**config.mk**
```make
export PLATFORM = sky130hd
export DESIGN_NAME = spi_slave_rx
export DESIGN_NICKNAME = d
export VERILOG_FILES = /design/src/rtl/spi_pkg.sv /design/src/rtl/spi_sync_edge.sv /design/src/rtl/spi_slave_rx.sv
export SDC_FILE = /design/constraint.sdc
export NUM_CORES = 1
export LEC_CHECK = 0
export CORE_MARGIN = 10
export CORE_UTILIZATION = 40
export DETAILED_ROUTE_END_ITERATION = 10
export DONT_BUFFER_PORTS = 1
export GPL_TIMING_DRIVEN = 0
export MAX_ROUTING_LAYER = met4
export SYNTH_ARGS = -nofsm -noshare
export SYNTH_HDL_FRONTEND = slang
export SYNTH_SLANG_ARGS = --single-unit
```
**constraint.sdc**
```tcl
create_clock -name clk -period 5.6 [get_ports clk]
set_clock_uncertainty 0.15 [all_clocks]
set_input_delay 0 -clock clk [delete_from_list [all_inputs] [get_ports clk]]
set_output_delay 0 -clock clk [all_outputs]
set_load 0.01 [all_outputs]
```
**src/rtl/spi_pkg.sv**
```systemverilog
// Shared definitions for the SPI target receiver: FSM states, mode and defaults.
package spi_pkg;

    typedef enum logic [1:0] {
        IDLE   = 2'd0,
        ACTIVE = 2'd1,
        DONE   = 2'd2,
        ABORT  = 2'd3
    } spi_state_e;

    localparam int unsigned SPI_MODE        = 0;     // CPOL=0, CPHA=0, MSB first
    localparam int unsigned SPI_DEF_WIDTH   = 32;
    localparam int unsigned SPI_DEF_TIMEOUT = 4096;
    localparam int unsigned SPI_CNT_W       = 7;     // width of rx_bits / bit counter

endpackage

```
**src/rtl/spi_sync_edge.sv**
```systemverilog
// Two-flop synchroniser for an asynchronous pin plus a history flop for edge detection.
module spi_sync_edge (
    input  logic clk_i,
    input  logic rst_ni,
    input  logic din_i,
    output logic dout_o,
    output logic rise_o,
    output logic fall_o
);

    logic [2:0] sh_q;

    // Resetting to 0 means a CS held low across reset is never seen as a falling edge.
    always_ff @(posedge clk_i or negedge rst_ni) begin
        if (!rst_ni) begin
            sh_q <= '0;
        end else begin
            sh_q <= {sh_q[1:0], din_i};
        end
    end

    assign dout_o = sh_q[1];
    assign rise_o = sh_q[1] & ~sh_q[2];
    assign fall_o = ~sh_q[1] & sh_q[2];

endmodule

```
**src/rtl/spi_slave_rx.sv**
```systemverilog
// SPI mode-0 target: oversampled receive of up to WIDTH bits, preloaded word returned on SO.
// Optional inactivity abort enabled by defining SPI_SLAVE_TIMEOUT_EN.
module spi_slave_rx
    import spi_pkg::*;
#(
    parameter int unsigned WIDTH          = SPI_DEF_WIDTH,
    parameter int unsigned TIMEOUT_CYCLES = SPI_DEF_TIMEOUT
) (
    input  logic             clk,
    input  logic             rst,
    input  logic             SCK,
    input  logic             CS,
    input  logic             SI,
    output logic             SO,
    output logic             SO_oe,
    input  logic [WIDTH-1:0] tx_data,
    input  logic             tx_load,
    output logic [WIDTH-1:0] rx_data,
    output logic [6:0]       rx_bits,
    output logic             rx_valid,
    output logic             frame_err
);

    logic sck_rise, sck_fall;
    logic cs_rise, cs_fall;
    logic si_sync;
    logic sck_sync, cs_sync;
    logic timeout_hit;

    spi_state_e           state_q, state_d;
    logic [WIDTH-1:0]     hold_q, hold_d;
    logic [WIDTH-1:0]     tx_q, tx_d;
    logic [WIDTH-1:0]     rx_q, rx_d;
    logic [SPI_CNT_W-1:0] cnt_q, cnt_d;
    logic                 ovf_q, ovf_d;
    logic [WIDTH-1:0]     rx_data_q, rx_data_d;
    logic [SPI_CNT_W-1:0] rx_bits_q, rx_bits_d;
    logic                 rx_valid_q, rx_valid_d;
    logic                 frame_err_q, frame_err_d;

    spi_sync_edge u_sync_sck (
        .clk_i (clk),
        .rst_ni(rst),
        .din_i (SCK),
        .dout_o(sck_sync),
        .rise_o(sck_rise),
        .fall_o(sck_fall)
    );

    spi_sync_edge u_sync_cs (
        .clk_i (clk),
        .rst_ni(rst),
        .din_i (CS),
        .dout_o(cs_sync),
        .rise_o(cs_rise),
        .fall_o(cs_fall)
    );

    spi_sync_edge u_sync_si (
        .clk_i (clk),
        .rst_ni(rst),
        .din_i (SI),
        .dout_o(si_sync),
        .rise_o(),
        .fall_o()
    );

`ifdef SPI_SLAVE_TIMEOUT_EN
    localparam int unsigned TO_W = $clog2(TIMEOUT_CYCLES + 1);
    logic [TO_W-1:0] idle_q, idle_d;

    assign timeout_hit = (state_q == ACTIVE) && (idle_q == TO_W'(TIMEOUT_CYCLES));

    always_comb begin
        idle_d = idle_q;
        if (state_q != ACTIVE || sck_rise || sck_fall) begin
            idle_d = '0;
        end else if (!timeout_hit) begin
            idle_d = idle_q + 1'b1;
        end
    end

    always_ff @(posedge clk or negedge rst) begin
        if (!rst) begin
            idle_q <= '0;
        end else begin
            idle_q <= idle_d;
        end
    end
`else
    assign timeout_hit = 1'b0;
`endif

    always_comb begin
        state_d     = state_q;
        hold_d      = hold_q;
        tx_d        = tx_q;
        rx_d        = rx_q;
        cnt_d       = cnt_q;
        ovf_d       = ovf_q;
        rx_data_d   = rx_data_q;
        rx_bits_d   = rx_bits_q;
        rx_valid_d  = 1'b0;
        frame_err_d = 1'b0;

        if (tx_load) begin
            hold_d = tx_data;
        end

        unique case (state_q)
            IDLE: begin
                if (cs_fall) begin
                    tx_d    = tx_load ? tx_data : hold_q;
                    rx_d    = '0;
                    cnt_d   = '0;
                    ovf_d   = 1'b0;
                    state_d = ACTIVE;
                end
            end
            ACTIVE: begin
                // CS release takes priority over any SCK edge seen in the same cycle.
                if (cs_rise) begin
                    state_d = (cnt_q != '0 && !ovf_q) ? DONE : ABORT;
                end else if (timeout_hit) begin
                    state_d = ABORT;
                end else begin
                    if (sck_rise) begin
                        if (cnt_q == SPI_CNT_W'(WIDTH)) begin
                            ovf_d = 1'b1;
                        end else begin
                            rx_d  = {rx_q[WIDTH-2:0], si_sync};
                            cnt_d = cnt_q + 1'b1;
                        end
                    end
                    if (sck_fall) begin
                        tx_d = {tx_q[WIDTH-2:0], 1'b0};
                    end
                end
            end
            DONE: begin
                rx_data_d  = rx_q;
                rx_bits_d  = cnt_q;
                rx_valid_d = 1'b1;
                state_d    = IDLE;
            end
            ABORT: begin
                frame_err_d = 1'b1;
                state_d     = IDLE;
            end
            default: state_d = IDLE;
        endcase
    end

    always_ff @(posedge clk or negedge rst) begin
        if (!rst) begin
            state_q     <= IDLE;
            hold_q      <= '0;
            tx_q        <= '0;
            rx_q        <= '0;
            cnt_q       <= '0;
            ovf_q       <= 1'b0;
            rx_data_q   <= '0;
            rx_bits_q   <= '0;
            rx_valid_q  <= 1'b0;
            frame_err_q <= 1'b0;
        end else begin
            state_q     <= state_d;
            hold_q      <= hold_d;
            tx_q        <= tx_d;
            rx_q        <= rx_d;
            cnt_q       <= cnt_d;
            ovf_q       <= ovf_d;
            rx_data_q   <= rx_data_d;
            rx_bits_q   <= rx_bits_d;
            rx_valid_q  <= rx_valid_d;
            frame_err_q <= frame_err_d;
        end
    end

    assign SO_oe     = (state_q == ACTIVE);
    assign SO        = SO_oe & tx_q[WIDTH-1];
    assign rx_data   = rx_data_q;
    assign rx_bits   = rx_bits_q;
    assign rx_valid  = rx_valid_q;
    assign frame_err = frame_err_q;

endmodule

```
Yosys cells after proc, flatten, opt, wreduce, memory -nomap -nowiden
Cells that the tools add are included.
{ "classes": {"reduce_logical": 10, "n_addsub": 1, "n_div": 0, "n_eq_ne": 11, "muxes": 26, "shifts": 0, "magnitude_cmp": 0, "n_mul": 0, "bitwise_logic": 9} }
{ "op_table": {"columns": ["operator", "count"], "rows": [
  ["32-bit 2-to-1 mux", 8],
  ["32-bit case mux with 2 select lines", 2],
  ["7-bit 2-to-1 mux", 4],
  ["7-bit case mux with 2 select lines", 1],
  ["5-bit AND reduction", 2],
  ["2-bit by 1-bit inequality test with 1-bit output (second input constant)", 4],
  ["7-bit by 1-bit adder with 7-bit output (second input constant)", 1],
  ["7-bit by 6-bit equality test with 1-bit output (second input constant)", 1],
  ["1-bit 2-to-1 mux", 7],
  ["7-bit nonzero test", 1],
  ["2-bit inequality test (second input constant)", 3],
  ["2-bit case mux with 3 select lines", 1],
  ["1-bit bitwise AND", 5],
  ["2-bit equality test (second input constant)", 2],
  ["2-bit 2-to-1 mux", 2],
  ["1-bit NOT", 4],
  ["4-bit AND reduction", 1],
  ["2-bit by 1-bit equality test with 1-bit output (second input constant)", 1],
  ["2-bit zero test", 1],
  ["1-bit case mux with 2 select lines", 1],
  ["2-bit AND reduction", 1],
  ["2-bit nonzero test", 1],
  ["2-bit OR reduction", 1],
  ["1-bit logical AND", 1],
  ["1-bit zero test", 1]
]} }
{ "word_totals": {"ramBits": 0, "ff_bits": 155, "latchBits": 0, "romBits": 0, "n_memories": 0, "word_cells": 70} }

Logic depth before layout (Yosys ltp)
Gate-level depths: netlist of the first run.
{ "logic_depth": {"ltp_word": 5, "mapped_depth": 9, "ltp_nobuf": 6} }

By module
Synthesis of the first run repeated with hierarchy kept, for this count alone.
{ "unflattened": {"hier_cells": 452, "hier_area_um2": 6272.3} }
{ "modules_own_cells": {"columns": ["module", "area_each_um2", "seq_area_each_um2", "instances", "cells_per_inst"], "rows": [
  ["spi_slave_rx", 6002.0, 3678.5, 1, 437],
  ["spi_sync_edge", 90.1, 75.1, 3, 5]
]} }

Worst setup path after synthesis of the first run
Ideal clock, no wire load.
{ "synth_path": {"kind": "register to register", "start": "register cnt_q[0]", "end": "register rx_q[10]", "t_arrival_ns": 1.625, "n_path_buf": 2, "slack_ns": 3.704, "stages_incl_launch_ff": 9, "setup_ns": 0.121, "cell_sequence": "dfrtp_1 inv_1 ha_1 nor2b_1 nand4b_1 and2_4 buf_6 buf_6 a22o_1"} }
{ "synth_between": {"elab_chain_cells": 3} }
{ "synth_lines": {"columns": ["element", "line", "rtl"], "rows": [
  ["start, declared", "spi_slave_rx.sv:34", "logic [SPI_CNT_W-1:0] cnt_q, cnt_d;"],
  ["start signal, assigned", "spi_slave_rx.sv:171", "cnt_q <= cnt_d;"],
  ["7-bit by 6-bit equality test with 1-bit output", "spi_slave_rx.sv:128", "if (cnt_q == SPI_CNT_W'(WIDTH)) begin"],
  ["2-bit inequality test (no source line)", null, null],
  ["5-bit AND reduction (no source line)", null, null],
  ["end signal, assigned", "spi_slave_rx.sv:170", "rx_q <= rx_d;"],
  ["end, declared", "spi_slave_rx.sv:33", "logic [WIDTH-1:0] rx_q, rx_d;"]
]} }
Every way passes these cells.
A chain may end at the register's enable or synchronous reset.

Final worst setup path of the first run
{ "layout_path": {"start": "register cnt_q[0]", "end": "register rx_q[1]"} }
Same word-level chain as after synthesis.

==> out/metrics.yaml, run 1 <==
slew_violations: 0
setup_tns_ns: 0
startpoint_type: "register"
cp_cell_sequence: "inv_1 -> ha_1 -> nor2b_1 -> nand4b_1 -> and2_4 -> buf_6 -> buf_6 -> a22o_1"
cpLargestDelayFamily: "simple AND/OR/NAND/NOR gates"
ys_seq_elements: 155
clkPwrFrac_pct: 33.9
slew_headroom_pct: 46.0
power.internal_mw: 2.27
final_cell_count_no_fill: 720
end_kind: "register"
clock_latency_ns: 0.41
initialDrtViolationCount: 176
synth_seq_area_share_pct: 61.9
critical_path_arrival_ns: 2.31
layout.cells.most_common_list: "dfrtp_1 (155), mux2_2 (64), mux2i_1 (61), dlygate4sd3_1 (39), inv_1 (36)"
cp_num_buf_inv: 3
synth_flop_cell: "dfrtp_1"
first_global_vias: 3811
gp_congestion: 0.712
status: "completed"
vdd_drop_max_mv: 0.195
antenna_found_initial: 0
path_depth: 8
period_share_pct: 38.7
ys_types: 37
async_reset_ff_share_pct: 100
cts.clk_slew.worst_paths_ns: 0.06
antenna_left: 0
hp-class: "in -> reg"
fp.dieW_um: 145
p_per_area_mw_per_mm2: 422
die-area_mm2: 0.0211
p_sw_share_pct: 28.5
tightest_slew_ns: 0.810
finalWirelength_um: 11700
hold_viol_final: 0
vias: 3487
post_cts_buffers: 0
final_common_cell: "dfrtp_1"
drt_pre_antenna_iters: 4
synth_edf_count: 0
grt_pass1_wl_um: 20000
r2r_cells: 8
synth_area_mm2: 0.00627
crit_path_max_incr_delay_ns: 0.40
seq_power_share_pct: 44.7
core_mm2: 0.0153
max_clock_freq_mhz: 461
drv_cap: 0
crit_top_cell: "buf_6"
crit_type: "reg -> reg"
area_growth_pct: 19.8
io_pins: 81
ys_warn_count: 0
portBuffers: 0
drc: 0
cts_buffer_depth: 2
reg2reg_setup_slack_ns: 3.43
path_max_fanout: 10
avgSynthCellArea_um2: 14.3
cts_tree: "built"
cts_max_level: 4
slowest_stage: "dfrtp_1"
placed_area_mm2: 0.00653
gr-total-overflow: 0
fin_nets: 536
seqCellArea_mm2: 0.00388
fp.dieH_um: 145
placed_cells: 648
gr-usage-all-layers_pct: 11.9
worstReg2RegEnd: "rx_q[1]$_DFFE_PN0P_"
fillers: 1327
cts-buffers-inserted: 17
post_drt_wl_per_cell_um: 16.3
cts_root_buf: "clkbuf_16"
rsz0062_at_grt: "no"
grt_max_degree: 156
dp_hpwl_um: 7690
switching_power_uw: 902
cts_sinks: 155
initial_core_util_pct: 41.1
finalSetupViolCount: 0
ctsResizeCount: 0
worstSetupStartpoint: "cnt_q[0]$_DFFE_PN0P_"
leakage_nw: 3.61
pwr-share-comb_pct: 21.4
drt-vias-per-instance: 4.84
cp-endpoint: "rx_q[1]$_DFFE_PN0P_"
cts_hold_buffers: 40
min_period_ns: 2.17
postLayoutCellArea_mm2: 0.00751
utilization_pct: 49.2
synth_fp_nets: 477
n_antenna_cell: 0
worstPathRequired_ns: 5.74
multi_input_area_mm2: 0.00206
reg2reg_from: "cnt_q[0]$_DFFE_PN0P_"
layout-drive-gt1-share_pct: 24.2
row_count: 45
syn-instance-count: 437
design_power_total_mw: 3.17
power by group through the flow:
| stage | clock network [mW] | registers [mW] | logic (mW) |
|---|---|---|---|
| 2_1_floorplan | 0 | 1.41 | 0.533 |
| 3_3_place_gp | 0 | 1.44 | 0.626 |
| 3_5_place_dp | 0 | 1.44 | 0.645 |
| 4_1_cts | 1.11 | 1.42 | 0.696 |
| 5_1_grt | 1.16 | 1.44 | 0.765 |
| 6_report | 1.08 | 1.42 | 0.677 |
final cells by class:
cell class              instances  area share (%)
clock buffers                  21            6.13
repair buffers                 40            5.57
multi-input cells             221            27.5
plain buffers                  24            2.47
inverters                      37            1.88
flip-flops and latches        155            51.7
clock inverters                11            1.28
well taps                     211            3.52
per-layer routing:
layer	wire, µm	GRT usage, %
met4	152	4.70
met3	751	4.47
met1	5430	14.4
met5	0	-
met2	5400	17.6
registers in the layout (all words and copies together) (netlist names):
name             flops
frame_err            1
rx_data             32
hold_q              32
u_sync_sck.sh_q      3
u_sync_cs.sh_q       3
ovf_q                1
rx_valid             1
state_q              2
rx_bits              7
rx_q                32
cnt_q                7
tx_q                32
u_sync_si.sh_q       2
cells by family after synthesis:
family	count (synthesis)	synth area share, %
adder cells (fa/ha/maj)	2	0.399
AND/OR/NAND/NOR	36	3.23
AO/OA/AOI/OAI	51	6.81
buffers and inverters	61	5.21
multiplexers	132	22.5
flip-flops	155	61.9
worst min path at each step:
| stage | cells past startpoint | endpoint | slack [ns] | from |
|---|---|---|---|---|
| after floorplan | 0 | cnt_q[0]$_DFFE_PN0P_ | -0.45 | rst |
| after global placement | 0 | hold_q[24]$_DFF_PN0_ | -0.44 | rst |
| after detailed placement | 0 | hold_q[24]$_DFF_PN0_ | -0.44 | rst |
| after CTS | 1 | u_sync_cs.sh_q[0]$_DFF_PN0_ | 0.0005 | CS |
| after global routing | 1 | u_sync_cs.sh_q[0]$_DFF_PN0_ | 0.007 | CS |
| final | 1 | u_sync_sck.sh_q[0]$_DFF_PN0_ | 0.01 | SCK |
worst register-to-register path: cells and delay by family (launching register included):
kind	cells	cell delay, ns
AO/OA/AOI/OAI	1	0.24
adder cells (fa/ha/maj)	1	0.15
buffers and inverters	3	0.38
flip-flops	1	0.40
AND/OR/NAND/NOR	3	0.74
Yosys cell counts (2+ instances only):
cell type	instances	area (µm²)
buf_2	7	35.0
mux2i_1	61	611
o21ai_0	9	45.0
and3_1	3	18.8
buf_4	5	37.5
a221o_1	2	20.0
a22o_1	33	289
nand2_1	6	22.5
clkbuf_1	2	7.51
dfrtp_1	155	3880
nor2b_1	2	12.5
inv_1	36	135
ha_1	2	25.0
nor2_1	9	33.8
nand3_1	4	20.0
nand4b_1	2	17.5
mux2_2	64	721
and2_1	2	12.5
buf_6	9	101
mux2_1	7	78.8
stage by stage:
stage	worst slack (ns)	hold WS, ns
2_1_floorplan	3.70	-0.446
3_3_place_gp	3.49	-0.441
3_5_place_dp	3.44	-0.440
4_1_cts	3.43	0.000453
5_1_grt	3.26	0.00678
6_report	3.43	0.0128
No activity file was read; power rests on OpenSTA's default activity.
==> run 2, diff against run 1 <==
--- a/config.mk
+++ b/config.mk
@@ -5,6 +5,7 @@
 export SDC_FILE = /design/constraint.sdc
 export NUM_CORES = 1
 export LEC_CHECK = 0
+export ABC_AREA = 1
 export CORE_MARGIN = 10
 export CORE_UTILIZATION = 40
 export DETAILED_ROUTE_END_ITERATION = 10
==> constraint.sdc (replaced) <==
create_clock -name clk -period 1.9 [get_ports clk]
set_clock_uncertainty 0.15 [all_clocks]
set_input_delay 0 -clock clk [delete_from_list [all_inputs] [get_ports clk]]
set_output_delay 0 -clock clk [all_outputs]
set_load 0.01 [all_outputs]
==> run 2 against run 1 <==
The flow now finishes with violations (negative hold slack). Critical path depth down 4. Design area up 4.2%. Critical path type is now reg -> out. Die area up 1.7%. Global-route usage up 1.8 points. Synthesized area up 2.0%.
==> out/metrics.yaml, run 2 <==
gr-total-overflow: 0
synth_area_mm2: 0.00639
post_drt_wl_per_cell_um: 12.9
n_antenna_cell: 0
fp.dieW_um: 146
cts-buffers-inserted: 17
clock_latency_ns: 0.42
reg2reg_from: "state_q[0]$_DFFE_PN0P_"
antenna_found_initial: 0
layout-drive-gt1-share_pct: 8.26
rsz0062_at_grt: "yes"
cts_buffer_depth: 2
gp_congestion: 0.733
synth-simple-area-share_pct: 29.7
design_power_total_mw: 10.1
ys_warn_count: 0
cts_sinks: 155
netlist_top_cells_area: "dfrtp_1 (61%), nand2_1 (27%), o21ai_0 (3.3%)"
reg2reg_setup_slack_ns: 0.13
ys_seq_elements: 155
finalSetupViolCount: 0
vias: 4756
violations: "negative hold slack"
hold_ws_ns: -0.876
hold_viol_final: 155
startpoint_type: "register"
yosysMostFrequentCell: "nand2_1"
dp_hpwl_um: 9090
hp-class: "in -> async"
critical_path_arrival_ns: 1.65
die-area_mm2: 0.0214
ys_types: 19
synth_compound_area_share_pct: 3.37
gr-usage-all-layers_pct: 13.7
io_pins: 81
crit_type: "reg -> out"
initial_core_util_pct: 40.6
synth_area_leader_cell: "dfrtp_1"
worstReg2RegEnd: "tx_q[9]$_DFFE_PN0P_"
p_per_area_mw_per_mm2: 1290
initialDrtViolationCount: 266
avgSynthCellArea_um2: 8.21
synth_flop_cell: "dfrtp_1"
synthMuxAreaShare_pct: 0
portBuffers: 0
area_growth_pct: 22.3
drt_pre_antenna_iters: 6
synth_xor_area_share_pct: 0.137
synth_edf_count: 0
drv_cap: 0
status: "finished, violations left"
ys_top_cells_by_count: "nand2_1 (459), dfrtp_1 (155), inv_1 (48)"
first_global_vias: 4580
cts.clk_slew.worst_paths_ns: 0.06
path_max_fanout: 10
drc: 0
vdd_drop_max_mv: 0.688
finalWirelength_um: 13900
synth_top_family_by_area: "simple AND/OR/NAND/NOR gates"
slew_violations: 0
core_mm2: 0.0158
grt_pass1_wl_um: 23300
synth_seq_area_share_pct: 60.7
grt_max_degree: 156
cts_hold_buffers: 42
syn-instance-count: 779
max_clock_freq_mhz: 554
async_reset_ff_share_pct: 100
tightest_slew_ns: 0.536
cts_root_buf: "clkbuf_16"
period_share_pct: 95.0
drt-vias-per-instance: 4.42
fp.dieH_um: 146
min_period_ns: 1.80
cts_max_level: 4
end_kind: "primary output"
antenna_left: 0
leakage_nw: 4.28
final_common_cell: "nand2_1"
layout.cells.most_common_list: "nand2_1 (458), dfrtp_1 (155), inv_1 (47), o21ai_0 (42), dlygate4sd3_1 (42)"
cts_tree: "built"
synth_fp_nets: 819
slew_headroom_pct: 64.3
row_count: 46
r2r_cells: 9
worstPathRequired_ns: 1.75
synthAdderAreaFrac_pct: 0.391
utilization_pct: 49.6
fin_nets: 887
synth_top_cell_area_share_pct: 60.7
[run 2: cell count changes in the layout (fill, tap and decap cells not counted), sizes merged, moves of 3 or more]
cell,delta
nand2,+454
mux2,-71
mux2i,-61
o21ai,+34
a22o,-33
clkbuf,+14
inv,+14
nor2,+9
nand3,+8
bufinv,+5
and3,-4
and2,-3
clkinvlp,-3
dlygate4sd3,+3
[run 2: worst max path at each step]
stage,start,end,slack [ns],depth (start not counted)
after floorplan,cnt_q[0]$_DFFE_PN0P_,rx_q[21]$_DFFE_PN0P_,0.29,10
after global placement,cnt_q[0]$_DFFE_PN0P_,rx_q[21]$_DFFE_PN0P_,0.05,10
after detailed placement,cnt_q[0]$_DFFE_PN0P_,rx_q[27]$_DFFE_PN0P_,0.04,10
after CTS,cnt_q[0]$_DFFE_PN0P_,rx_q[27]$_DFFE_PN0P_,0.02,10
after global routing,state_q[1]$_DFFE_PN0P_,SO,-0.04,4
final,state_q[1]$_DFFE_PN0P_,SO,0.1,4
[run 2: through the flow]
stage | cell area [µm²] | setup slack (ns) | hold slack (ns) | TNS [ns] | cells
after floorplan | 6390 | 0.288 | -0.446 | 0 | 779
after global placement | 6670 | 0.0476 | -0.440 | 0 | 995
after detailed placement | 6670 | 0.0385 | -0.440 | 0 | 995
after CTS | 7750 | 0.0176 | -0.898 | 0 | 1069
after global routing | 7820 | -0.0368 | -0.903 | -0.0368 | 1076
final | 7820 | 0.0959 | -0.876 | 0 | 1076
[run 2: cells by family (layout without fill, tap and decap cells)]
family	after synthesis	in the layout
AND/OR/NAND/NOR	492	492
AO/OA/AOI/OAI	43	43
buffers and inverters	86	167
XOR/XNOR	1	1
adder cells (fa/ha/maj)	2	2
flip-flops	155	155
[run 2: worst max-delay path: stages (launching register included)]
cell and delay [ns]:
dfrtp_1 0.40, inv_1 0.14, nand2_1 0.24, buf_2 0.29, nor2_2 0.17
[run 2: power breakdown]
part	total, mW	internal (mW)	switching, mW
Sequential	4.00	3.75	0.251
Combinational	2.29	0.818	1.47
Clock	3.79	2.49	1.29
[run 2: cell type report]
| class | count | area [µm²] |
|---|---|---|
| Fill cell | 1501 | 7950 |
| Multi-Input combinational cell | 538 | 2160 |
| Clock inverter | 12 | 219 |
| Timing Repair Buffer | 49 | 473 |
| Sequential cell | 155 | 3880 |
| Clock buffer | 20 | 447 |
| Inverter | 51 | 191 |
| Tap cell | 216 | 270 |
| Buffer | 35 | 183 |
[run 2: timing repair]
action | in CTS | in global routing
hold endpoints to repair | 222 | 155
setup buffers | 0 | 7
resized for setup | 2 | 8
endpoints found under the setup margin | 1 | 33
pin swaps | 0 | 2
[run 2: per-layer routing]
layer	track usage, %	up-vias	share of wire, %
met2	20.4	84	46
met3	4.48	11	5.7
li1	-	2485	-
met5	-	-	0
met4	5.46	0	1.1
met1	16.9	2176	47
==> run 3, diff against run 2 <==
--- a/config.mk
+++ b/config.mk
@@ -7,11 +7,12 @@
 export LEC_CHECK = 0
 export ABC_AREA = 1
 export CORE_MARGIN = 10
-export CORE_UTILIZATION = 40
+export CORE_UTILIZATION = 56
 export DETAILED_ROUTE_END_ITERATION = 10
 export DONT_BUFFER_PORTS = 1
 export GPL_TIMING_DRIVEN = 0
 export MAX_ROUTING_LAYER = met4
+export PLACE_DENSITY = 0.74
 export SYNTH_ARGS = -nofsm -noshare
 export SYNTH_HDL_FRONTEND = slang
 export SYNTH_SLANG_ARGS = --single-unit
==> run 3 against run 2 <==
The run still ends with negative hold slack left. Critical endpoint unchanged. Via count grew 3.6%. Count of clock-buffer cells in the layout is the same. Worst setup slack gained 0.0014 ns. Combinational power shrank 3%. First-iteration DRC count grew 48%. Die area shrank 25%. Clock power is essentially flat. Hold slack lost 0.0028 ns.
==> out/metrics.yaml, run 3 (synthesis results as in run 2) <==
finalWirelength_um: 14100
antenna_left: 0
die-area_mm2: 0.0161
drc: 0
slew_headroom_pct: 68.5
seqCellArea_mm2: 0.00388
min_period_ns: 1.80
seq_power_share_pct: 40.0
slowest_stage: "dfrtp_1"
row_count: 38
cts_max_level: 4
clkPwrFrac_pct: 37.9
finalSetupViolCount: 0
power.internal_mw: 7.01
initial_core_util_pct: 58.0
final_cell_count_no_fill: 995
critical_path_arrival_ns: 1.65
grt_pass1_wl_um: 23800
final_common_cell: "nand2_1"
hold_ws_ns: -0.879
cp_cell_sequence: "inv_1 -> nand2_1 -> clkbuf_2 -> nor2_2"
cp_num_buf_inv: 2
period_share_pct: 94.9
end_kind: "primary output"
layout-drive-gt1-share_pct: 7.84
slew_violations: 0
grt_max_degree: 156
gr-total-overflow: 0
utilization_pct: 69.7
cpLargestDelayFamily: "simple AND/OR/NAND/NOR gates"
crit_type: "reg -> out"
worstPathRequired_ns: 1.75
cts.clk_slew.worst_paths_ns: 0.06
gr-usage-all-layers_pct: 18.5
pwr-share-comb_pct: 22.1
core_mm2: 0.0110
fp.dieW_um: 127
drt-vias-per-instance: 4.95
fin_nets: 882
initialDrtViolationCount: 393
first_global_vias: 5050
switching_power_mw: 3.05
startpoint_type: "register"
path_max_fanout: 10
violations: "negative hold slack"
fillers: 859
gp_congestion: 0.840
status: "finished, violations left"
setup_tns_ns: 0
portBuffers: 0
max_clock_freq_mhz: 555
leakage_nw: 4.26
dp_hpwl_um: 9040
hp-class: "in -> async"
multi_input_area_mm2: 0.00216
cts-buffers-inserted: 17
drv_cap: 0
io_pins: 81
placed_cells: 919
antenna_found_initial: 0
p_sw_share_pct: 30.3
area_growth_pct: 20.3
design_power_total_mw: 10.1
post_drt_wl_per_cell_um: 14.1
vias: 4928
cts_buffer_depth: 2
cts_tree: "built"
n_antenna_cell: 0
hold_viol_final: 155
cts_root_buf: "clkbuf_16"
vdd_drop_max_mv: 0.741
p_per_area_mw_per_mm2: 1310
crit_path_max_incr_delay_ns: 0.40
cts_hold_buffers: 42
fp.dieH_um: 127
clock_latency_ns: 0.43
tightest_slew_ns: 0.473
layout.cells.most_common_list: "nand2_1 (457), dfrtp_1 (155), inv_1 (48), o21ai_0 (42), dlygate4sd3_1 (42)"
cts_sinks: 155
drt_pre_antenna_iters: 5
-- run 3: changes by cell type in the layout (fill, tap and decap cells not counted), sizes merged --
cell      previous run  this run
inv                 51        52
buf                 25        19
clkinvlp             2         1
nor2                18        19
-- run 3: worst paths after layout --
| path | endpoint | slack (ns) | cells after the start | from |
|---|---|---|---|---|
| worst max register to register | rx_q[26]$_DFFE_PN0P_ | 0.12 | 10 | cnt_q[0]$_DFFE_PN0P_ |
| worst min register to register | u_sync_cs.sh_q[1]$_DFF_PN0_ | 0.20 | 0 | u_sync_cs.sh_q[0]$_DFF_PN0_ |
| max in group asynchronous | rx_data[21]$_DFFE_PN0N_ | 2.23 | 0 | rst |
| min in group clk | tx_q[3]$_DFFE_PN0P_ | 0.04 | 6 | tx_load |
| worst max-delay path | SO | 0.1 | 4 | state_q[1]$_DFFE_PN0P_ |
| worst min-delay path | hold_q[25]$_DFF_PN0_ | -0.88 | 0 | rst |
-- run 3: per-layer routing --
layer / up-vias / part of all wire [%] / routed length [µm] / GRT usage (%)
li1: 2475 / - / - / -
met1: 2313 / 42 / 5900 / 20.3
met2: 116 / 50 / 7000 / 30.4
met3: 24 / 6.6 / 931 / 6.50
met4: 0 / 1.7 / 237 / 6.90
met5: - / 0 / 0 / -
-- run 3: repair_timing --
action                                  4_1_cts  5_1_grt
gates cloned                                  0        1
endpoints found under the setup margin        1       54
pin swaps                                     0        2
setup buffers                                 0        1
hold endpoints to repair                    222      155
resized for setup                             2        7
-- run 3: per-stage QoR --
step                      instance area (µm²)  setup WS (ns)
after detailed placement                 6570         0.0632
after floorplan                          6390          0.288
after global placement                   6570          0.102
after global routing                     7690       -0.00460
after CTS                                7670         0.0404
final                                    7690         0.0974
-- run 3: area by class of cell --
| cell class | instances | area share, % |
|---|---|---|
| plain buffers | 35 | 2.37 |
| clock buffers | 20 | 5.94 |
| clock inverters | 12 | 2.81 |
| inverters | 51 | 2.49 |
| multi-input cells | 539 | 28.1 |
| flip-flops and latches | 155 | 50.4 |
| well taps | 140 | 2.28 |
| repair buffers | 43 | 5.56 |
-- run 3: worst register-to-register path, stage by stage, from the launching register on --
cell	delay (ns)
dfrtp_1	0.42
inv_1	0.11
ha_1	0.17
nand3_2	0.11
nor2_4	0.15
nand2_2	0.09
nand2_2	0.11
buf_6	0.15
buf_6	0.14
nand2_1	0.06
nand2_1	0.06
-- run 3: power groups by stage --
stage | combinational (mW) | clock [mW] | sequential, mW
final | 2.23 | 3.82 | 4.02
after detailed placement | 2.08 | 0 | 4.07
after global placement | 2.01 | 0 | 4.05
after floorplan | 1.62 | 0 | 4.00
after CTS | 2.21 | 3.87 | 4.02
after global routing | 2.55 | 4.00 | 4.07
